**src/rtl/mmio_bridge.sv**
```systemverilog
// mmio_bridge: stalls the CPU and forwards accesses above LOCAL_LIMIT to one of
// N_CH peripheral channels, with an ack timeout that returns DEADBEEF and flags err.
module mmio_bridge #(
    parameter int          DATA_W      = 32,
    parameter int          ADDR_W      = 32,
    parameter int          N_CH        = 4,
    parameter logic [31:0] LOCAL_LIMIT = 32'h0000_2000,
    parameter int          CH_LSB      = 4,
    parameter int          TIMEOUT     = 15
) (
    input  logic                     clk,
    input  logic                     rst_n,
    input  logic [ADDR_W-1:0]        addr,
    input  logic                     re,
    input  logic                     we,
    input  logic [DATA_W-1:0]        wdata,
    output logic [DATA_W-1:0]        rdata,
    output logic                     stall,
    output logic [N_CH-1:0]          p_req,
    output logic                     p_we,
    output logic [ADDR_W-1:0]        p_addr,
    output logic [DATA_W-1:0]        p_wdata,
    input  logic [N_CH*DATA_W-1:0]   p_rdata,
    input  logic [N_CH-1:0]          p_ack,
    output logic                     err,
    output logic [ADDR_W-1:0]        err_addr
);
    localparam int CH_W = $clog2(N_CH);
    localparam int TW   = $clog2(TIMEOUT + 1);
    localparam logic [DATA_W-1:0] RD_IDLE = DATA_W'(32'h0000_DEAD);
    localparam logic [DATA_W-1:0] RD_TO   = DATA_W'(32'hDEAD_BEEF);

    typedef enum logic [1:0] {IDLE, BUSY, DONE} state_t;

    state_t            r_state, w_next;
    logic [ADDR_W-1:0] r_addr, r_err_addr;
    logic [DATA_W-1:0] r_wdata, r_data, w_slice;
    logic              r_we, r_err;
    logic [CH_W-1:0]   r_ch;
    logic [TW-1:0]     r_timer;
    logic              w_ext, w_ack, w_to;

    assign w_ext = (re | we) && (addr >= ADDR_W'(LOCAL_LIMIT));
    assign w_ack = p_ack[r_ch];
    assign w_to  = (r_timer == TW'(TIMEOUT - 1)) && !w_ack;

    always_comb begin
        w_slice = '0;
        for (int k = 0; k < N_CH; k++)
            if (CH_W'(k) == r_ch) w_slice = p_rdata[k*DATA_W +: DATA_W];
    end

    always_comb begin
        w_next = r_state;
        case (r_state)
            IDLE:    w_next = w_ext ? BUSY : IDLE;
            BUSY:    w_next = (w_ack || w_to) ? DONE : BUSY;
            default: w_next = IDLE;
        endcase
    end

    // rst_n gates the same-cycle stall so a held CPU request cannot stall during reset
    assign stall    = (r_state == BUSY) || (r_state == IDLE && w_ext && rst_n);
    assign p_req    = (r_state == BUSY) ? ({{(N_CH-1){1'b0}}, 1'b1} << r_ch) : '0;
    assign p_we     = (r_state == BUSY) && r_we;
    assign p_addr   = r_addr;
    assign p_wdata  = r_wdata;
    assign rdata    = (r_state == DONE) ? r_data : RD_IDLE;
    assign err      = (r_state == DONE) && r_err;
    assign err_addr = r_err_addr;

    always_ff @(posedge clk or negedge rst_n) begin
        if (!rst_n) begin
            r_state    <= IDLE;
            r_addr     <= '0;
            r_wdata    <= '0;
            r_we       <= 1'b0;
            r_ch       <= '0;
            r_timer    <= '0;
            r_data     <= '0;
            r_err      <= 1'b0;
            r_err_addr <= '0;
        end else begin
            r_state <= w_next;
            if (r_state == IDLE && w_ext) begin
                r_addr  <= addr;
                r_wdata <= wdata;
                r_we    <= we;
                r_ch    <= addr[CH_LSB +: CH_W];
                r_timer <= '0;
            end
            if (r_state == BUSY) begin
                if (r_timer != TW'(TIMEOUT)) r_timer <= r_timer + 1'b1;
                r_data <= w_ack ? (r_we ? '0 : w_slice) : RD_TO;
                r_err  <= w_to;
                if (w_to) r_err_addr <= r_addr;
            end
        end
    end
endmodule

```
**config.mk**
```make
export PLATFORM = sky130hd
export DESIGN_NAME = mmio_bridge
export DESIGN_NICKNAME = d
export VERILOG_FILES = /design/src/rtl/mmio_bridge.sv
export SDC_FILE = /design/constraint.sdc
export NUM_CORES = 1
export LEC_CHECK = 0
export ABC_AREA = 1
export ABC_CLOCK_PERIOD_IN_PS = 3500
export CAP_MARGIN = 30
export CORE_AREA = 2 2 130 132
export DETAILED_ROUTE_END_ITERATION = 12
export DIE_AREA = 0 0 132 134
export PLACE_DENSITY = 0.79
export SYNTH_ARGS = -nofsm -noshare
export SYNTH_HDL_FRONTEND = slang
export SYNTH_SLANG_ARGS = --single-unit
```
**constraint.sdc**
```tcl
create_clock -name clk -period 3.5 [get_ports clk]
set_input_delay 0.525 -clock clk [delete_from_list [all_inputs] [get_ports clk]]
set_output_delay 0.525 -clock clk [all_outputs]
set_load 0.05 [all_outputs]
```
## Word-level counts from Yosys, hierarchy flattened

Cells that the tools add are included.

- Add/subtract/negate cells: 1
- $lt $le $gt $ge: 2
- Equal/unequal tests: 7
- Shift-type cells: 1
- Multiplexer cells: 16
- Bitwise gates (word level): 1
- Reductions and logical operators: 12

Operators with widths:

| kind | count |
|---|---|
| $mux W32 | 7 |
| $ge A32 B14 Y1 const B | 1 |
| $mux W4 | 4 |
| $logic_and A1 B1 Y1 | 6 |
| $add A4 B1 Y4 const B | 1 |
| $eq A2 B2 Y1 const A | 2 |
| $eq A4 B4 Y1 const B | 1 |
| $logic_not A2 Y1 | 2 |
| $ne A4 B4 Y1 const B | 1 |
| $pmux W2 S2 | 1 |
| $shl A1 B2 Y4 const A | 1 |
| $lt A2 B3 Y1 const B | 1 |
| $bmux W1 S2 | 1 |
| $eq A1 B2 Y1 const A | 1 |
| $eq A2 B1 Y1 const B | 1 |
| $eq A2 B2 Y1 const B | 1 |
| $logic_or A1 B1 Y1 | 2 |
| $mux W1 | 2 |
| $mux W2 | 1 |
| $reduce_and A2 Y1 | 1 |
| $logic_not A1 Y1 | 1 |
| $or A1 B1 Y1 | 1 |

- Register bits after elaboration: 138
- Input bits: 200

## Depth between registers and ports, before layout

- Depth in word-level cells: 7
- Gate-level depth with buffers: 10
- Depth with buffers taken out: 9

## Least setup slack after synthesis

OpenSTA, ideal clock, no wires.

- Path type: register -> output
- From: register p_addr[5] (netlist name)
- To: output port p_req[2]
- Arrival: 2.189 ns
- Data required time: 2.975 ns
- Setup slack: 0.786 ns
- Stages on the path, launching flop included: 4
- Cell sequence: dfrtp_1 > inv_1 > clkbuf_1 > nor3_1

RTL lines:

| what | line | text |
|---|---|---|
| to (decl) | 19 | `output logic [N_CH-1:0] p_req,` |

==> flow_metrics.env <==
export IMPL_switchingPower_mw=4.77
export IMPL_core_area_um2=16300
export IMPL_grtUsageMet2_pct=42.3
export IMPL_setup_tns_ps=0
export IMPL_crit_fanout=24
export IMPL_grt_max_degree=137
export IMPL_slowest_stage="clkdlybuf4s50_1"
export IMPL_end_kind="output port"
export IMPL_netlist_area_um2=6630
export IMPL_dr_pass1_iters=5
export IMPL_ys_ff_latch=136
export IMPL_root_buffer="clkbuf_16"
export IMPL_status="complete, no violations"
export IMPL_cts_tree="done"
export IMPL_antenna_left=0
export IMPL_yosysSeqAreaShare_pct=51.3
export IMPL_grt_util_met1_pct=31.6
export IMPL_synth_nets=1033
export IMPL_antenna_found_initial=0
export IMPL_synth_area_per_cell_um2=7.98
export IMPL_place_gp_congestion=0.956
export IMPL_rows=47
export IMPL_clk_pin_slew_worst_paths_ps=60
export IMPL_grt_use_met3_pct=5.37
export IMPL_via_per_inst=4.93
export IMPL_p_leak_nw=4.85
export IMPL_p_seq_share_pct=25.9
export IMPL_busiest_layer="met2"
export IMPL_drv_cap=0
export IMPL_hold_ws_ps=237
export IMPL_drtIter0Drc=436
export IMPL_groute_usage_overall_pct=25.2
export IMPL_drive_gt1_share_pct=8.78
export IMPL_hold_path_class="primary input to async pin"
export IMPL_finalCriticalPeriod_ps=3210
export IMPL_boundaryPins=335
export IMPL_clock_path_buffers=2
export IMPL_fin_util_pct=66.1
export IMPL_switching_share_pct=48.1
export IMPL_finalCritPeriodShare_pct=91.7
export IMPL_cts_buffers=17
export IMPL_post_drt_wl_per_cell_um=16.0
export IMPL_grt_pass1_wl_um=34900
export IMPL_rsz0062_at_grt="false"
export IMPL_cts_setup_buffers=0
export IMPL_p_int_mw=5.14
export IMPL_synth_area_leader_cell="dfrtp_1"
export IMPL_tightest_slew_ps=790
export IMPL_die_w_um=132
export IMPL_num_vias=6807
export IMPL_cts_hold_buf=0
export IMPL_synthTopCellsByArea="dfrtp_1, nand2_1, nor2_1"
export IMPL_die_h_um=134
export IMPL_clockPowerShare_pct=18.6
export IMPL_diodes=0
export IMPL_areaGrowthSynthToFinish_pct=62.4
export IMPL_ys_warn_count=0
export IMPL_crit_chain="buf_4 -> inv_1 -> nand2_1 -> nor2_1 -> clkdlybuf4s50_1"
export IMPL_place_ws_ps=740
export IMPL_dp_hpwl_um=16200
export IMPL_finClkSkew_ps=5.58
export IMPL_slew_headroom_pct=47.3
export IMPL_cts_resized=0
export IMPL_reg2reg_from="p_addr[5]"
export IMPL_cts_sinks=136
export IMPL_initial_core_util_pct=40.7
export IMPL_peakVddDrop_v=0.000718
export IMPL_p_per_area_nw_per_um2=920
export IMPL_port_buffers=334
export IMPL_synth_distinct_cells=30
export IMPL_worstSetupPathType="register to output port"
export IMPL_slew_violations=0
export IMPL_die_area_um2=17700
export IMPL_clkLatencyLatePin_ps=420
export IMPL_required_ps=2970
export IMPL_dpl_cell_area_um2=10200
export IMPL_total_power_mw=9.91
export IMPL_fmax_mhz=312
export IMPL_synthCells=831
export IMPL_synth_top_area_share_pct=51.3
export IMPL_routed_wl_um=22100
export IMPL_startpoint="p_addr[5]"
export IMPL_worst_setup_path_start_kind="register"
export IMPL_drc=0
export IMPL_final_hold_violation_count=0
export IMPL_final_common_cell="clkdlybuf4s50_1"
export IMPL_first_global_vias=6581
export IMPL_setup_ws_ps=291
export IMPL_h_tree_depth=4
export IMPL_setup_violations=0
export IMPL_fin_cells=1382
export IMPL_gr_total_overflow=0
export IMPL_dp_cells=1350
export IMPL_fin_nets=1351
export IMPL_arrival_ps=2680
export IMPL_stdcell_area_um2=10800
export IMPL_max_stage_delay_ps=820
export IMPL_combPwrFrac_pct=55.5
export IMPL_final_cell_mix="clkdlybuf4s50_1, nand2_1, dfrtp_1"
[power by group through the flow]
stage / logic (mW) / registers, mW / clock network [mW]
final: 5.50 / 2.57 / 1.84
after global routing: 5.91 / 2.64 / 1.94
after CTS: 5.54 / 2.57 / 1.88
after detailed placement: 5.52 / 2.58 / 0
after global placement: 5.44 / 2.56 / 0
after floorplan: 2.15 / 3.98 / 0
[logic make-up after synthesis]
family                     count (synthesis)  share of synthesized area (%)
and+or+nand+nor                          391                           24.5
DFF                                      136                           51.3
buffers and inverters                    130                           8.38
xor gates and xnor gates                   1                          0.132
AOI/OAI and AO/OA                        171                           15.3
adders and majority gates                  2                          0.377
[layer usage]
| layer | share of wire, % | vias up |
|---|---|---|
| met5 | 0 | - |
| met4 | 3.3 | 0 |
| met3 | 5.6 | 49 |
| met2 | 49 | 257 |
| met1 | 42 | 3200 |
| li1 | - | 3301 |
[synthesized netlist by cell type]
| library cell | instances |
|---|---|
| a31o_2 | 1 |
| a21oi_1 | 45 |
| buf_1 | 5 |
| nand2_2 | 2 |
| o21ai_1 | 6 |
| buf_6 | 5 |
| inv_1 | 76 |
| inv_2 | 3 |
| or2_2 | 11 |
| nand3_1 | 59 |
| buf_2 | 12 |
| o21ai_2 | 27 |
| nand3b_4 | 1 |
| o22ai_1 | 3 |
| nor2_2 | 1 |
| clkbuf_1 | 26 |
| ha_1 | 2 |
| xor2_1 | 1 |
| nor2_1 | 121 |
| clkbuf_4 | 1 |
| nor3_2 | 1 |
| o21ai_0 | 70 |
| o211ai_1 | 16 |
| buf_8 | 1 |
| nand2_1 | 185 |
| a22oi_1 | 3 |
| nor3_1 | 8 |
| nor2_4 | 2 |
| clkinv_1 | 1 |
| dfrtp_1 | 136 |
[critical path, delay by kind of cell (launching register included)]
family	cells	cell delay (ps)
buffers and inverters	3	1390
and+or+nand+nor	2	510
DFF	1	360
[state kept, by name, summed over array words and instances (netlist names)]
| name | cells |
|---|---|
| r_data | 32 |
| err_addr | 32 |
| r_state | 2 |
| r_we | 1 |
| p_wdata | 32 |
| r_timer | 4 |
| p_addr | 32 |
| r_err | 1 |
[final timing paths]
| kind | to | cells past startpoint | slack [ps] |
|---|---|---|---|
| worst max register to register | err_addr[31] | 9 | 810 |
| worst min-delay path | err_addr[20] | 2 | 240 |
| max in group asynchronous | p_wdata[27] | 2 | 2730 |
| min in group clk | p_wdata[27] | 2 | 470 |
| worst min register to register | p_wdata[27] | 2 | 470 |
| worst max-delay path | p_req[0] | 5 | 290 |
[cell type report]
cell class / instances / area, um2
timing repair buffer: 349 / 3490
clock inverter: 12 / 149
multi-input combinational: 565 / 2690
inverter: 80 / 300
fill: 1370 / 5520
sequential: 136 / 3400
tap: 220 / 275
clock buffer: 20 / 467
Power figures use the tool's default switching activity.
